===== config.mk =====
export PLATFORM = sky130hd
export DESIGN_NAME = xsim_reset_seq_flat
export DESIGN_NICKNAME = d
export VERILOG_FILES = /design/src/rtl/xsim_reset_seq_pkg.sv /design/src/rtl/xsim_reset_seq_if.sv /design/src/rtl/xsim_sat_counter.sv /design/src/rtl/xsim_reset_seq.sv /design/src/flat_wrapper.sv
export SDC_FILE = /design/constraint.sdc
export NUM_CORES = 1
export LEC_CHECK = 0
export CAP_MARGIN = 10
export CORE_UTILIZATION = 53
export DETAILED_ROUTE_END_ITERATION = 16
export GPL_ROUTABILITY_DRIVEN = 0
export PLACE_DENSITY_LB_ADDON = 0.05
export SYNTH_ARGS = -nofsm -noshare
export SYNTH_HDL_FRONTEND = slang
export SYNTH_SLANG_ARGS = --single-unit

===== constraint.sdc =====
create_clock -name CLK -period 2.7 [get_ports CLK]
set_input_delay 0.27 -clock CLK [delete_from_list [all_inputs] [get_ports CLK]]
set_output_delay 0.27 -clock CLK [all_outputs]
set_load 0.01 [all_outputs]

===== src/rtl/xsim_reset_seq_pkg.sv =====
// Shared types and defaults for the simulation-top reset/finish sequencer.
// Package name xsim_seq_pkg; imported by the interface, counter and top.
package xsim_seq_pkg;

  typedef enum logic [1:0] {
    HOLD  = 2'd0,
    RUN   = 2'd1,
    DRAIN = 2'd2,
    DONE  = 2'd3
  } seq_state_t;

  localparam int SEQ_DEFAULT_RESET_CYCLES  = 20;
  localparam int SEQ_DEFAULT_CNT_W         = 32;
  localparam int SEQ_DEFAULT_DRAIN_TIMEOUT = 1024;

  // Bits needed to count 0 .. tc-1.
  function automatic int cnt_width(input int tc);
    return (tc > 1) ? $clog2(tc) : 1;
  endfunction

endpackage


===== src/rtl/xsim_reset_seq_if.sv =====
// Handshake bundle between the sequencer (master) and the sim top / DUT (slave).
// drain_timeout exists only when XSIM_RESET_SEQ_TIMEOUT_EN is defined.
interface xsim_reset_seq_if
  import xsim_seq_pkg::*;
#(
  parameter int CNT_W = SEQ_DEFAULT_CNT_W
);
  logic             finish_req;
  logic             soft_rst_req;
  logic             quiesce_ack;
  logic             core_rst_n;
  logic             quiesce_req;
  logic             sim_done;
  logic [CNT_W-1:0] cycle_count;
  logic [1:0]       state_o;
`ifdef XSIM_RESET_SEQ_TIMEOUT_EN
  logic             drain_timeout;

  modport master (
    input  finish_req, soft_rst_req, quiesce_ack,
    output core_rst_n, quiesce_req, sim_done, cycle_count, state_o, drain_timeout
  );
  modport slave (
    output finish_req, soft_rst_req, quiesce_ack,
    input  core_rst_n, quiesce_req, sim_done, cycle_count, state_o, drain_timeout
  );
`else
  modport master (
    input  finish_req, soft_rst_req, quiesce_ack,
    output core_rst_n, quiesce_req, sim_done, cycle_count, state_o
  );
  modport slave (
    output finish_req, soft_rst_req, quiesce_ack,
    input  core_rst_n, quiesce_req, sim_done, cycle_count, state_o
  );
`endif
endinterface


===== src/rtl/xsim_sat_counter.sv =====
// Counter with clear that saturates at TC-1 and flags it on tc.
// Used for the reset-hold and drain-timeout intervals.
module xsim_sat_counter
  import xsim_seq_pkg::*;
#(
  parameter int TC = SEQ_DEFAULT_RESET_CYCLES,
  localparam int W = cnt_width(TC)
) (
  input  logic CLK,
  input  logic RST_N,
  input  logic clr,
  input  logic en,
  output logic tc
);
  logic [W-1:0] cnt;

  assign tc = (cnt == W'(TC - 1));

  always_ff @(posedge CLK or negedge RST_N) begin
    if (!RST_N)         cnt <= '0;
    else if (clr)       cnt <= '0;
    else if (en && !tc) cnt <= cnt + 1'b1;
  end
endmodule


===== src/rtl/xsim_reset_seq.sv =====
// Sim-top sequencer: holds core reset, runs a free cycle counter, and turns a
// finish request into quiesce + one sim_done pulse. Option: XSIM_RESET_SEQ_TIMEOUT_EN.
module xsim_reset_seq
  import xsim_seq_pkg::*;
#(
  parameter int RESET_CYCLES  = SEQ_DEFAULT_RESET_CYCLES,
  parameter int CNT_W         = SEQ_DEFAULT_CNT_W,
  parameter int DRAIN_TIMEOUT = SEQ_DEFAULT_DRAIN_TIMEOUT
) (
  input logic              CLK,
  input logic              RST_N,
  xsim_reset_seq_if.master bus
);
  if (RESET_CYCLES < 1) begin : g_bad_reset_cycles
    $error("xsim_reset_seq: RESET_CYCLES must be at least 1");
  end
  if (DRAIN_TIMEOUT < 1) begin : g_bad_drain_timeout
    $error("xsim_reset_seq: DRAIN_TIMEOUT must be at least 1");
  end

  seq_state_t       state_q, state_d;
  logic             pend_q;
  logic             core_rst_q, qreq_q, done_q;
  logic [CNT_W-1:0] cyc_q;
  logic             hold_tc;
  logic             drain_tc;

  xsim_sat_counter #(.TC(RESET_CYCLES)) u_hold_cnt (
    .CLK  (CLK),
    .RST_N(RST_N),
    .clr  (state_q != HOLD),
    .en   (state_q == HOLD),
    .tc   (hold_tc)
  );

`ifdef XSIM_RESET_SEQ_TIMEOUT_EN
  logic to_q;

  xsim_sat_counter #(.TC(DRAIN_TIMEOUT)) u_drain_cnt (
    .CLK  (CLK),
    .RST_N(RST_N),
    .clr  (state_q != DRAIN),
    .en   (state_q == DRAIN),
    .tc   (drain_tc)
  );

  // Ack on the same edge as the timeout wins; the flag marks a real give-up only.
  always_ff @(posedge CLK or negedge RST_N) begin
    if (!RST_N) to_q <= 1'b0;
    else if (state_q == DRAIN && !bus.quiesce_ack && drain_tc) to_q <= 1'b1;
  end

`ifndef SYNTHESIS
  always_ff @(posedge CLK) begin
    if (RST_N && state_q == DRAIN && !bus.quiesce_ack && drain_tc)
      $display("xsim_reset_seq: drain timeout");
  end
`endif

  assign bus.drain_timeout = to_q;
`else
  assign drain_tc = 1'b0;
`endif

  always_comb begin
    state_d = state_q;
    case (state_q)
      HOLD:    if (hold_tc) state_d = RUN;
      // Finish (live or latched during hold) beats a concurrent soft reset.
      RUN:     if (bus.finish_req || pend_q) state_d = DRAIN;
               else if (bus.soft_rst_req)     state_d = HOLD;
      DRAIN:   if (bus.quiesce_ack || drain_tc) state_d = DONE;
      DONE:    state_d = DONE;
      default: state_d = HOLD;
    endcase
  end

  // Outputs are registered from the next state so they change on the transition edge.
  always_ff @(posedge CLK or negedge RST_N) begin
    if (!RST_N) begin
      state_q    <= HOLD;
      pend_q     <= 1'b0;
      core_rst_q <= 1'b0;
      qreq_q     <= 1'b0;
      done_q     <= 1'b0;
      cyc_q      <= '0;
    end else begin
      state_q    <= state_d;
      pend_q     <= pend_q | (state_q == HOLD && bus.finish_req);
      core_rst_q <= (state_d != HOLD);
      qreq_q     <= (state_d == DRAIN) || (state_d == DONE);
      done_q     <= (state_d == DONE) && (state_q != DONE);
      cyc_q      <= cyc_q + 1'b1;
    end
  end

  assign bus.core_rst_n  = core_rst_q;
  assign bus.quiesce_req = qreq_q;
  assign bus.sim_done    = done_q;
  assign bus.cycle_count = cyc_q;
  assign bus.state_o     = state_q;
endmodule


===== src/flat_wrapper.sv =====
// flat-port wrapper written by rule: the top's interface ports become plain ports
module xsim_reset_seq_flat import xsim_seq_pkg::*;
#(
  parameter int RESET_CYCLES  = SEQ_DEFAULT_RESET_CYCLES,
  parameter int CNT_W         = SEQ_DEFAULT_CNT_W,
  parameter int DRAIN_TIMEOUT = SEQ_DEFAULT_DRAIN_TIMEOUT
)
  (CLK, RST_N, bus_finish_req, bus_soft_rst_req, bus_quiesce_ack, bus_core_rst_n, bus_quiesce_req, bus_sim_done, bus_cycle_count, bus_state_o);
  xsim_reset_seq_if #(.CNT_W(CNT_W)) bus_i ();
  input logic CLK;
  input logic RST_N;
  input wire logic [$bits(bus_i.finish_req)-1:0] bus_finish_req;
  input wire logic [$bits(bus_i.soft_rst_req)-1:0] bus_soft_rst_req;
  input wire logic [$bits(bus_i.quiesce_ack)-1:0] bus_quiesce_ack;
  output wire logic [$bits(bus_i.core_rst_n)-1:0] bus_core_rst_n;
  output wire logic [$bits(bus_i.quiesce_req)-1:0] bus_quiesce_req;
  output wire logic [$bits(bus_i.sim_done)-1:0] bus_sim_done;
  output wire logic [$bits(bus_i.cycle_count)-1:0] bus_cycle_count;
  output wire logic [$bits(bus_i.state_o)-1:0] bus_state_o;
  assign bus_i.finish_req = bus_finish_req;
  assign bus_i.soft_rst_req = bus_soft_rst_req;
  assign bus_i.quiesce_ack = bus_quiesce_ack;
  assign bus_core_rst_n = bus_i.core_rst_n;
  assign bus_quiesce_req = bus_i.quiesce_req;
  assign bus_sim_done = bus_i.sim_done;
  assign bus_cycle_count = bus_i.cycle_count;
  assign bus_state_o = bus_i.state_o;
  xsim_reset_seq #(.RESET_CYCLES(RESET_CYCLES), .CNT_W(CNT_W), .DRAIN_TIMEOUT(DRAIN_TIMEOUT)) u_core (.CLK(CLK), .RST_N(RST_N), .bus(bus_i));
endmodule

==> parameters.txt, run 1 <==
Parameter                              Value

Run status
  Result of the run ... finished, final reports clean

Final layout
  Ratio of cells with drive above 1 in the final layout ... 6.64%
  Area occupied by multi-input gates ... 802 um^2
  Sequential cell area ... about 1100 um^2
  Final #Nets ... 217
  Area growth syn-to-layout ... 27.6%
  Final antenna diode count ... 0
  Fillers ... 237

STA
  Count of final setup violators ... 0
  Worst-case clock skew ... 0.0112 ns
  Max Clock Freq ... 517 MHz
  Portion of the clock cycle consumed by the worst path in the final layout ... a little under three quarters
  Number of pins exceeding their max-slew limit in the final report ... 0
  Total Neg Setup Slack ... 0 ns
  RSZ-0062 raised after global routing ... no
  Slew Limit Headroom ... between 30 and 40%
  Post-route worst hold slack ... about 0.057 ns
  Worst Max-Slew Pin Slew ... about 0.9 ns
  Post-layout minimum cycle time ... a little under 2 ns
  Final Hold Fails ... 0

Floorplan
  Die boundary width ... approximately 62 um
  Number of rows created at floorplan ... 21
  Die Span Y ... 62.0 um
  Core area ... ~3400 um^2
  Initial cell density of the core ... between 50% and 60%
  Die footprint ... about 3800 um^2
  IO Count ... 42

Global route
  Pin count of the biggest net entering global routing ... 44
  Global-route wire length before repair ... between 6000 and 7000 um
  Total global-route track usage ... roughly 22%
  Via count of the first global-routing pass ... 1,361
  Global route total overflow ... 0
  Number of antenna violations at the first check in global routing ... 0

Yosys
  Register bit total from synthesis ... 43
  Count of yosys warnings during synthesis ... 0
  Synthesized area per cell ... roughly 12 um^2
  Number of different library cells in the post-synthesis netlist ... 28
  Sequential share of the synthesized area ... 56.4%
  Post-Syn Area ... 1910 um^2
  Synthesized netlist net count ... 170
  Synthesized netlist cell count ... ~160

Detailed routing
  Antenna viol nets, final ... 0
  Sum of routed wire length over all layers ... roughly 3600 um
  Initial DRC count ... 55
  Highest metal layer with signal wires ... met4
  Wire length on met2 ... 1760 um
  Vias/cell ... roughly 5.3
  DRC violation count after routing ... 0
  Total vias in the final route ... 1,357
  Detail-routed net length per standard cell ... approximately 14 um
  Number of detailed-routing iterations run before antenna repair ... 4
  Met3 Routed Length ... approximately 200 um
  Met1 wire length ... 1610 um

Power and ir drop
  Power Dens Cells ... 416 nW/um^2
  Max IR drop VDD ... between 0.3 and 0.4 mV
  Leakage ... 1.11 nW

Place
  Detail Placement HPWL ... roughly 2600 um
  Input/output buffers ... 41

Clocking
  Cts repair resizes ... 0
  Later-pin clock latency in the skew report ... 0.34 ns
  Post-CTS Hold Buffers ... 0
  Clock Root Buffer ... sky130_fd_sc_hd__clkbuf_4
  Number of CTS-inserted buffers ... 5
  Clk buf depth ... 2
  Register clock-pin slew on the reported worst setup and hold paths ... approximately 0.12 ns
  Clock tree from TritonCTS ... yes
  Number of H-tree branching levels ... 2
  Number of clock sinks ... between 40 and 50
  Post-CTS Setup Repair Bufs ... 0

Setup path
  Sequence of cells on the critical path ... ha_1, nand4_1, or3_1, nor3_1, xnor2_1
  Kind of end point of the critical path ... flop
  Cell class contributing the biggest share of worst-path delay ... simple AND/OR/NAND/NOR gates
  Kind of start point of the critical path ... flop
  Data arrival time at the worst-slack endpoint ... 2.20 ns
  Worst Path Max Fanout ... 6
  WS Path Type ... reg2reg
  Crit path max-delay cell type ... sky130_fd_sc_hd__or3_1
  Buffers and inverters on the worst path ... 0
  CP peak stage delay ... 0.56 ns
  Crit path required time ... between 2 and 3 ns

Run
  Max Cap Violations ... 0

Worst hold path
  Worst min path class ... in2async
## metal layers
layer  vias up  GRT usage (%)
met5         -              0
met4         0           6.67
met3         2           7.66
met2        46           35.7
met1       658           28.5
li1        651              -
## where the power goes
part / leakage [nW] / internal [mW] / total [mW] / switching [mW]
Combinational: 0.509 / 0.00689 / 0.0215 / 0.0146
Sequential: 0.564 / 0.646 / 0.648 / 0.00169
Clock: 0.0386 / 0.153 / 0.344 / 0.190
## worst reg2reg max path, stage by stage, from the launching register on
cell and delay, ns:
sky130_fd_sc_hd__dfrtp_1 0.45, sky130_fd_sc_hd__ha_1 0.23, sky130_fd_sc_hd__nand4_1 0.21, sky130_fd_sc_hd__or3_1 0.56, sky130_fd_sc_hd__nor3_1 0.27, sky130_fd_sc_hd__xnor2_1 0.15
## final timing paths
path / end / startpoint / cells after the start / slack (ns)
max in group asynchronous: u_core.bus.cycle_count[0]$_DFF_PN0_ / RST_N / 1 / 2.08
hold reg to reg: u_core.pend_q$_DFF_PN0_ / u_core.pend_q$_DFF_PN0_ / 1 / 0.49
hold / removal: u_core.bus.cycle_count[13]$_DFF_PN0_ / RST_N / 1 / 0.06
min in group CLK: u_core.pend_q$_DFF_PN0_ / u_core.pend_q$_DFF_PN0_ / 1 / 0.49
setup reg to reg: u_core.bus.cycle_count[30]$_DFF_PN0_ / u_core.bus.cycle_count[0]$_DFF_PN0_ / 5 / 0.76
setup / recovery: u_core.bus.cycle_count[30]$_DFF_PN0_ / u_core.bus.cycle_count[0]$_DFF_PN0_ / 5 / 0.76
## sequential cells by signal (all words and copies together) (netlist names)
signal                  cells
u_core.bus.state_o          2
u_core.bus.cycle_count     32
u_core.u_hold_cnt.cnt       5
u_core.bus.quiesce_req      1
u_core.bus.sim_done         1
u_core.pend_q               1
u_core.bus.core_rst_n       1
## stage by stage
stage	power [mW]	instance area [um^2]	util (%)	instances	worst slack, ns
floorplan	0.665	1910	-	163	0.914
global placement	0.683	2370	69.8	249	0.896
detailed placement	0.683	2370	69.8	249	0.790
CTS	1.03	2440	71.9	257	0.746
global route	1.06	2440	71.9	257	0.580
finish	1.01	2440	71.9	257	0.764
## cell usage in the layout (no fill, tap or decap)
cell                              count
sky130_fd_sc_hd__o21ai_0              1
sky130_fd_sc_hd__and3_1               3
sky130_fd_sc_hd__and2_1               3
sky130_fd_sc_hd__nand3_1             15
sky130_fd_sc_hd__nor4b_4              1
sky130_fd_sc_hd__a21o_1               1
sky130_fd_sc_hd__o41ai_1              1
sky130_fd_sc_hd__and4_1               2
sky130_fd_sc_hd__mux2i_1              1
sky130_fd_sc_hd__nor3b_1              3
sky130_fd_sc_hd__clkdlybuf4s50_1     40
sky130_fd_sc_hd__xor2_1              14
sky130_fd_sc_hd__dfrtp_1             43
sky130_fd_sc_hd__clkbuf_1             1
sky130_fd_sc_hd__or2_1                1
sky130_fd_sc_hd__nor2_1              14
sky130_fd_sc_hd__inv_1                7
sky130_fd_sc_hd__nor4_4               2
sky130_fd_sc_hd__nand4_1              9
sky130_fd_sc_hd__nor3b_2              1
sky130_fd_sc_hd__nand2_1              6
sky130_fd_sc_hd__nor3_1               6
sky130_fd_sc_hd__ha_1                 2
sky130_fd_sc_hd__clkbuf_8             2
sky130_fd_sc_hd__o21bai_1             1
sky130_fd_sc_hd__buf_2                1
sky130_fd_sc_hd__nand2b_1             2
sky130_fd_sc_hd__nand4_2              1
sky130_fd_sc_hd__clkbuf_4             5
sky130_fd_sc_hd__nor3_2               1
sky130_fd_sc_hd__xnor2_1             20
sky130_fd_sc_hd__or3_1                1
## cells in the mapped netlist, drive strengths merged
library cell   n  area share (%)
or3            1            0.33
nor2          14             2.8
or2            1            0.33
nand4         10             3.6
nor3           7             2.1
xor2          14             6.4
nor4b          1             1.2
o41ai          1            0.46
mux2i          1            0.52
o21bai         1            0.39
a21o           1            0.39
xnor2         20             9.2
and4           2            0.92
ha             2             1.3
nor3b          4             1.8
buf            1            0.26
nor4           2             2.2
o21ai          1            0.26
dfrtp         43              56
and3           3            0.98
nand3         15             3.9
and2           3            0.98
nand2b         2            0.66
inv            7             1.4
nand2          6             1.2
## cell type report
| type | instances | share of cell area, % |
|---|---|---|
| Sequential cell | 43 | 44.2 |
| Clock buffer | 8 | 2.82 |
| Tap cell | 46 | 2.36 |
| Timing Repair Buffer | 41 | 16.6 |
| Inverter | 7 | 1.08 |
| Multi-Input combinational cell | 112 | 32.9 |
## cells by family (layout without fill, tap and decap cells)
logic type,after synthesis,in the layout,share of synthesized area [%]
AND/OR/NAND/NOR,71,71,23.1
flip-flops,43,43,56.4
XOR/XNOR,34,34,15.6
buffers and inverters,8,56,1.64
AO/OA/AOI/OAI,4,4,1.51
adder cells (fa/ha/maj),2,2,1.31
multiplexers,1,1,0.524
Power figures use the tool's default switching activity.
==> run 2: changes to the inputs <==
--- a/config.mk
+++ b/config.mk
@@ -6,7 +6,7 @@
 export NUM_CORES = 1
 export LEC_CHECK = 0
 export CAP_MARGIN = 10
-export CORE_UTILIZATION = 53
+export CORE_UTILIZATION = 45
 export DETAILED_ROUTE_END_ITERATION = 16
 export GPL_ROUTABILITY_DRIVEN = 0
 export PLACE_DENSITY_LB_ADDON = 0.05
==> constraint.sdc (replaced) <==
create_clock -name CLK -period 1.6 [get_ports CLK]
set_input_delay 0.16 -clock CLK [delete_from_list [all_inputs] [get_ports CLK]]
set_output_delay 0.16 -clock CLK [all_outputs]
set_load 0.01 [all_outputs]
==> run 2 against run 1 <==
Clock power up 95%. Largest cell class unchanged. First-iteration DRC count is 13% higher. Count of clock-buffer cells in the layout decreased by 3. Sequential share of layout area down 4.7 points. Sequential power increased by 68%. Combinational power increased by 110%. Die area is 17% higher. Routed wire length rose by 13%. Core utilization shrank 4.2 points. Largest power group unchanged. Worst setup slack lost 0.73 ns.
==> parameters.txt, run 2 (synthesis gave the netlist of run 1 again) <==
Parameter                              Value

Global route
  Global route total overflow ... 0 (unchanged)
  Total global-route track usage ... 20.4% (was 22.3%)
  Number of antenna violations at the first check in global routing ... 0 (unchanged)
  Via count of the first global-routing pass ... 1,491 (was 1,361)
  Global-route wire length before repair ... 6710 um (was 6100 um)
  Pin count of the biggest net entering global routing ... 25 (was 44)

Detailed routing
  Initial DRC count ... 62 (was 55)
  Number of detailed-routing iterations run before antenna repair ... 4 (unchanged)
  Detail-routed net length per standard cell ... 14.1 um (was 14.0 um)
  Sum of routed wire length over all layers ... 4060 um (was 3590 um)
  Total vias in the final route ... 1,458 (was 1,357)
  Vias/cell ... 5.06 (was 5.28)
  Antenna viol nets, final ... 0 (unchanged)
  DRC violation count after routing ... 0 (unchanged)

STA
  Max Clock Freq ... 637 MHz (was 517 MHz)
  Post-layout minimum cycle time ... 1.57 ns (was 1.94 ns)
  Fin worst setup slack ... 0.0313 ns (was 0.764 ns)
  Portion of the clock cycle consumed by the worst path in the final layout ... 98.0% (was 71.7%)
  Worst Max-Slew Pin Slew ... 0.498 ns (was 0.921 ns)
  Count of final setup violators ... 0 (unchanged)
  Slew Limit Headroom ... 66.8% (was 38.6%)
  Number of pins exceeding their max-slew limit in the final report ... 0 (unchanged)
  Worst-case clock skew ... 0.00769 ns (was 0.0112 ns)
  RSZ-0062 raised after global routing ... yes (was no)
  Final Hold Fails ... 0 (unchanged)

Floorplan
  Initial cell density of the core ... 47.4% (was 56.3%)
  IO Count ... 42 (unchanged)
  Die footprint ... 4510 um^2 (was 3850 um^2)
  Core area ... 4030 um^2 (was 3390 um^2)
  Die boundary width ... 67.1 um (was 62.0 um)
  Die Span Y ... 67.1 um (was 62.0 um)
  Number of rows created at floorplan ... 23 (was 21)

Final layout
  Most common library cell in the layout ignoring fill and taps ... sky130_fd_sc_hd__dfrtp_1 (unchanged)
  Number of flip-flops in the largest register ... 32 (unchanged)
  Highest-count cells in the layout ignoring fill and taps ... sky130_fd_sc_hd__dfrtp_1 (42), sky130_fd_sc_hd__clkdlybuf4s50_1 (39), sky130_fd_sc_hd__buf_4 (24), sky130_fd_sc_hd__xnor2_1 (20), sky130_fd_sc_hd__nand3_1 (15) (was sky130_fd_sc_hd__dfrtp_1 (43), sky130_fd_sc_hd__clkdlybuf4s50_1 (40), sky130_fd_sc_hd__xnor2_1 (20), sky130_fd_sc_hd__nand3_1 (15))
  Final antenna diode count ... 0 (unchanged)
  Ratio of cells with drive above 1 in the final layout ... 20.6% (was 6.64%)
  Final #Nets ... 244 (was 217)
  Final non-filler cell total ... 288 (was 257)
  Area growth syn-to-layout ... 42.9% (was 27.6%)

Setup path
  Worst Path Max Fanout ... 6 (unchanged)
  Sequence of cells on the critical path ... buf_6, ha_4, nand4_1, or3_4, nor3_4, xor2_1 (was ha_1, nand4_1, or3_1, nor3_1, xnor2_1)
  Kind of start point of the critical path ... flop (unchanged)
  Kind of end point of the critical path ... flop (unchanged)
  Crit path max-delay cell type ... sky130_fd_sc_hd__or3_4 (was sky130_fd_sc_hd__or3_1)
  CP peak stage delay ... 0.42 ns (was 0.56 ns)
  Data arrival time at the worst-slack endpoint ... 1.79 ns (was 2.20 ns)
  Crit path required time ... 1.82 ns (was 2.97 ns)
  WS Path Type ... reg2reg (unchanged)

Power and ir drop
  Cell Int Power ... 1.41 mW (was 807 uW)
  Fraction of power spent switching nets ... 22.2% (was 20.4%)
  Total power of the final layout ... 1.81 mW (was 1.01 mW)
  Share of total power in sequential cells ... 60.4% (was 63.9%)
  Share of power burned in the clock network ... 37.1% (was 33.9%)
  Leakage ... 1.30 nW (was 1.11 nW)
  Combinational share of power ... 2.5% (was 2.1%)
  Max IR drop VDD ... 0.622 mV (was 0.386 mV)
  Power Dens Cells ... 663 nW/um^2 (was 416 nW/um^2)
  NetSw ... 401 uW (was 207 uW)

Clocking
  Clk buf depth ... 2 (unchanged)
  Clock Root Buffer ... sky130_fd_sc_hd__clkbuf_8 (was sky130_fd_sc_hd__clkbuf_4)
  Clock tree from TritonCTS ... yes (unchanged)
  Number of clock sinks ... 43 (unchanged)
  Register clock-pin slew on the reported worst setup and hold paths ... 0.08 ns (was 0.12 ns)
  Number of H-tree branching levels ... 2 (unchanged)
  Later-pin clock latency in the skew report ... 0.30 ns (was 0.34 ns)
  Number of CTS-inserted buffers ... 5 (unchanged)

Place
  Input/output buffers ... 41 (unchanged)
  Setup slack at placement ... -0.00400 ns (was 0.790 ns)
  Detail Placement HPWL ... 3020 um (was 2600 um)
  Placed instance count ... 275 (was 249)

Worst hold path
  Worst min path class ... in2async (unchanged)

Run status
  Result of the run ... finished, final reports clean (unchanged)

Run
  Max Cap Violations ... 0 (unchanged)
run 2: cell count changes in the layout (fill, tap and decap cells not counted), sizes merged:
cell / change
dlygate4sd3: +1
dlymetal6s2s: +1
clkinv: +3
buf: +26
clkbuf: -3
clkdlybuf4s50: -1
run 2: power by group through the flow:
stage               clock network, mW  logic (mW)  registers (mW)
floorplan                           0     0.00730            1.11
global route                    0.740      0.0527            1.09
CTS                             0.695      0.0477            1.09
detailed placement                  0      0.0457            1.11
global placement                    0      0.0443            1.11
finish                          0.670      0.0452            1.09
run 2: path summary, 6_finish.rpt:
| check | startpoint | to | slack, ns | cells after the start |
|---|---|---|---|---|
| hold / removal | RST_N | u_core.bus.cycle_count[21]$_DFF_PN0_ | 0.35 | 2 |
| min in group CLK | bus_quiesce_ack | u_core.bus.sim_done$_DFF_PN0_ | 0.43 | 3 |
| setup / recovery | u_core.bus.cycle_count[1]$_DFF_PN0_ | u_core.bus.cycle_count[26]$_DFF_PN0_ | 0.03 | 6 |
| hold reg to reg | u_core.bus.cycle_count[31]$_DFF_PN0_ | u_core.bus.cycle_count[31]$_DFF_PN0_ | 0.48 | 1 |
| max in group asynchronous | RST_N | u_core.bus.cycle_count[0]$_DFF_PN0_ | 0.74 | 3 |
| setup reg to reg | u_core.bus.cycle_count[1]$_DFF_PN0_ | u_core.bus.cycle_count[26]$_DFF_PN0_ | 0.03 | 6 |
run 2: per-layer routing:
metal / up-vias / track usage (%) / wire length, um
met5: - / 0 / 0
met4: 0 / 8.24 / 68
met3: 8 / 6.25 / 186
met2: 33 / 34.9 / 2080
met1: 712 / 23.7 / 1720
li1: 705 / - / -
run 2: timing repair:
action	in CTS	in global routing
pin swaps	1	6
endpoints found under the hold margin	19	0
setup buffers	1	3
gates resized for setup	1	8
setup endpoints to repair	2	10
hold buffers	1	0
run 2: stage by stage:
step / area [um^2] / hold WS, ns / TNS, ns / utilization [%]
3_5_place_dp: 2560 / 0.155 / -0.00400 / 63.5
6_report: 2730 / 0.355 / 0 / 67.7
2_1_floorplan: 1920 / -0.136 / -0.0682 / -
5_1_grt: 2730 / 0.397 / -0.115 / 67.7
3_3_place_gp: 2560 / 0.152 / 0 / 63.5
4_1_cts: 2670 / 0.365 / 0 / 66.1
run 2: cell type report:
cell class | count | area (um^2)
well taps | 50 | 62.6
inverters | 7 | 26.3
repair buffers | 68 | 629
clock buffers | 5 | 68.8
fillers | 327 | 1300
flip-flops and latches | 43 | 1080
multi-input cells | 112 | 848
clock inverters | 3 | 15.0
run 2: worst max-delay path: cells and delay by family, from the launching register on:
family | cells | cell delay [ns]
fa+ha+maj | 1 | 0.12
flops | 1 | 0.37
simple gates | 3 | 0.73
xor+xnor | 1 | 0.18
buf+inv | 1 | 0.11
==> run 3: changes to the inputs <==
--- a/config.mk
+++ b/config.mk
@@ -6,8 +6,9 @@
 export NUM_CORES = 1
 export LEC_CHECK = 0
 export CAP_MARGIN = 10
-export CORE_UTILIZATION = 45
+export CORE_UTILIZATION = 56
 export DETAILED_ROUTE_END_ITERATION = 16
+export DONT_BUFFER_PORTS = 1
 export GPL_ROUTABILITY_DRIVEN = 0
 export PLACE_DENSITY_LB_ADDON = 0.05
 export SYNTH_ARGS = -nofsm -noshare
==> run 3 against run 2 <==
Hold slack worse by 0.21 ns. Routed wire length down 4.9%. Sequential power about the same. Critical endpoint is now u_core.bus.cycle_count[31]$_DFF_PN0_. Core utilization up 7.7 points. Critical path depth unchanged. Via count down 5.8%. Highest routed layer unchanged. Sequential cell count unchanged.
==> parameters.txt, run 3 (synthesis gave the netlist of run 1 again) <==
Parameter                              Value

Place
  Input/output buffers ... 0 (was 41)
  Detail Placement HPWL ... 2690 um (was 3020 um)
  Placed instance count ... 239 (was 275)
  Area after detailed placement ... 2220 um^2 (was 2560 um^2)

Floorplan
  Core area ... 3150 um^2 (was 4030 um^2)
  Number of rows created at floorplan ... 20 (was 23)
  Die boundary width ... 60.4 um (was 67.1 um)
  Die Span Y ... 60.4 um (was 67.1 um)
  Initial cell density of the core ... 60.6% (was 47.4%)
  IO Count ... 42 (unchanged)
  Die footprint ... 3650 um^2 (was 4510 um^2)

Worst hold path
  End of the worst hold path ... u_core.bus.state_o[0]$_DFF_PN0_
  Worst min path class ... in2reg (was in2async)
  Hold depth ... 3
  Startpoint of the tightest hold check path ... bus_finish_req

STA
  Count of final setup violators ... 0 (unchanged)
  Number of pins exceeding their max-slew limit in the final report ... 0 (unchanged)
  Total Neg Setup Slack ... 0 ns (unchanged)
  Max Clock Freq ... 671 MHz (was 637 MHz)
  RSZ-0062 raised after global routing ... no (was yes)
  Final Hold Fails ... 0 (unchanged)
  Slew Limit Headroom ... 79.8% (was 66.8%)
  Worst-case clock skew ... 0.0115 ns (was 0.00769 ns)
  Worst Max-Slew Pin Slew ... 0.303 ns (was 0.498 ns)
  Portion of the clock cycle consumed by the worst path in the final layout ... 93.1% (was 98.0%)
  Post-layout minimum cycle time ... 1.49 ns (was 1.57 ns)

Setup path
  Data arrival time at the worst-slack endpoint ... 1.78 ns (was 1.79 ns)
  Reg2Reg Setup Slack ... 0.11 ns (was 0.03 ns)
  Worst Path Max Fanout ... 4 (was 6)
  Kind of end point of the critical path ... flop (unchanged)
  Startpoint of the most critical register-to-register path ... u_core.bus.cycle_count[0]$_DFF_PN0_ (was u_core.bus.cycle_count[1]$_DFF_PN0_)
  Reg2reg end ... u_core.bus.cycle_count[31]$_DFF_PN0_ (was u_core.bus.cycle_count[26]$_DFF_PN0_)
  WS Path Type ... reg2reg (unchanged)
  Crit path required time ... 1.89 ns (was 1.82 ns)
  Worst Reg2Reg Path Length in Cells ... 6 (unchanged)
  Kind of start point of the critical path ... flop (unchanged)

Power and ir drop
  Leakage ... 1.18 nW (was 1.30 nW)
  Power Dens Cells ... 712 nW/um^2 (was 663 nW/um^2)
  Max IR drop VDD ... 0.607 mV (was 0.622 mV)

Run status
  Result of the run ... finished, final reports clean (unchanged)

Global route
  Pin count of the biggest net entering global routing ... 44 (was 25)
  Via count of the first global-routing pass ... 1,343 (was 1,491)
  Total global-route track usage ... 22.9% (was 20.4%)
  Global-route wire length before repair ... 6000 um (was 6710 um)
  Number of antenna violations at the first check in global routing ... 0 (unchanged)
  Global route total overflow ... 0 (unchanged)

Final layout
  Final #Nets ... 215 (was 244)
  Area growth syn-to-layout ... 24.4% (was 42.9%)
  Most common library cell in the layout ignoring fill and taps ... sky130_fd_sc_hd__dfrtp_1 (unchanged)
  Ratio of cells with drive above 1 in the final layout ... 27.8% (was 20.6%)
  Final std cell area, no fill ... 2380 um^2 (was 2730 um^2)
  Final non-filler cell total ... 253 (was 288)
  Highest-count cells in the layout ignoring fill and taps ... sky130_fd_sc_hd__dfrtp_1 (42), sky130_fd_sc_hd__buf_4 (35), sky130_fd_sc_hd__xnor2_1 (20), sky130_fd_sc_hd__nand3_1 (15) (was sky130_fd_sc_hd__dfrtp_1 (42), sky130_fd_sc_hd__clkdlybuf4s50_1 (39), sky130_fd_sc_hd__buf_4 (24), sky130_fd_sc_hd__xnor2_1 (20), sky130_fd_sc_hd__nand3_1 (15))
  Final antenna diode count ... 0 (unchanged)
  Number of flip-flops in the largest register ... 32 (unchanged)

Detailed routing
  Number of detailed-routing iterations run before antenna repair ... 4 (unchanged)
  DRC violation count after routing ... 0 (unchanged)
  Vias/cell ... 5.43 (was 5.06)
  Detail-routed net length per standard cell ... 15.2 um (was 14.1 um)
  Initial DRC count ... 83 (was 62)
  Antenna viol nets, final ... 0 (unchanged)
  Total vias in the final route ... 1,374 (was 1,458)
  Sum of routed wire length over all layers ... 3860 um (was 4060 um)

Clocking
  Number of CTS-inserted buffers ... 5 (unchanged)
  Clock tree from TritonCTS ... yes (unchanged)
  Clock Root Buffer ... sky130_fd_sc_hd__clkbuf_4 (was sky130_fd_sc_hd__clkbuf_8)
  Number of clock sinks ... 43 (unchanged)
  Clk buf depth ... 2 (unchanged)
  Register clock-pin slew on the reported worst setup and hold paths ... 0.14 ns (was 0.08 ns)
  Later-pin clock latency in the skew report ... 0.36 ns (was 0.30 ns)
  Number of H-tree branching levels ... 2 (unchanged)

Run
  Max Cap Violations ... 0 (unchanged)
-- run 3: power by group --
group          leakage, nW  switching, mW  total (mW)  internal (mW)
Clock               0.0278          0.380       0.556          0.176
Combinational        0.586         0.0261      0.0405         0.0144
Sequential           0.563        0.00290        1.09           1.09
Total                 1.18          0.409        1.69           1.28
-- run 3: through the flow --
step	power [mW]	setup WS (ns)	utilization [%]	hold WS (ns)
after floorplan	1.12	-0.0466	-	-0.136
after global placement	1.12	0.0689	70.3	-0.135
after detailed placement	1.12	0.0268	70.3	-0.135
after CTS	1.70	0.0375	74.0	0.167
after global routing	1.76	0.00257	75.4	0.148
final	1.69	0.110	75.4	0.147
-- run 3: timing repair --
action	4_1_cts	5_1_grt
hold buffers	4	0
hold endpoints to repair	46	0
gates resized for setup	1	5
pin swaps	0	3
setup buffers	0	2
endpoints found under the setup margin	1	11
-- run 3: how the worst max path moves through the flow --
stage | start | end | slack (ns) | depth (start not counted)
6_report | u_core.bus.cycle_count[0]$_DFF_PN0_ | u_core.bus.cycle_count[31]$_DFF_PN0_ | 0.11 | 6
5_1_grt | u_core.bus.cycle_count[7]$_DFF_PN0_ | u_core.bus.cycle_count[31]$_DFF_PN0_ | 0.003 | 5
4_1_cts | u_core.bus.cycle_count[0]$_DFF_PN0_ | u_core.bus.cycle_count[29]$_DFF_PN0_ | 0.04 | 6
3_5_place_dp | u_core.bus.cycle_count[1]$_DFF_PN0_ | u_core.bus.cycle_count[26]$_DFF_PN0_ | 0.03 | 5
3_3_place_gp | u_core.bus.cycle_count[1]$_DFF_PN0_ | u_core.bus.cycle_count[26]$_DFF_PN0_ | 0.07 | 5
2_1_floorplan | u_core.bus.cycle_count[1]$_DFF_PN0_ | u_core.bus.cycle_count[26]$_DFF_PN0_ | -0.05 | 6
-- run 3: layout make-up --
| type | count | area (um^2) |
|---|---|---|
| inverters | 7 | 26.3 |
| flip-flops and latches | 43 | 1080 |
| fillers | 234 | 777 |
| multi-input cells | 112 | 843 |
| clock inverters | 3 | 23.8 |
| repair buffers | 39 | 313 |
| well taps | 44 | 55.1 |
| clock buffers | 5 | 37.5 |
-- run 3: per-layer routing --
metal | vias to the layer above | part of all wire, % | GRT usage (%)
met4 | 0 | 2.4 | 9.97
met1 | 680 | 42 | 27.1
li1 | 646 | - | -
met5 | - | 0 | 0
met3 | 12 | 7.0 | 8.53
met2 | 36 | 49 | 37.2
-- run 3: worst max-delay path, cell delays in order (launching register included) --
cell,delay [ns]
sky130_fd_sc_hd__dfrtp_2,0.38
sky130_fd_sc_hd__buf_4,0.15
sky130_fd_sc_hd__nand4_4,0.13
sky130_fd_sc_hd__nor4_4,0.24
sky130_fd_sc_hd__buf_4,0.17
sky130_fd_sc_hd__nor4b_4,0.20
sky130_fd_sc_hd__xor2_1,0.16
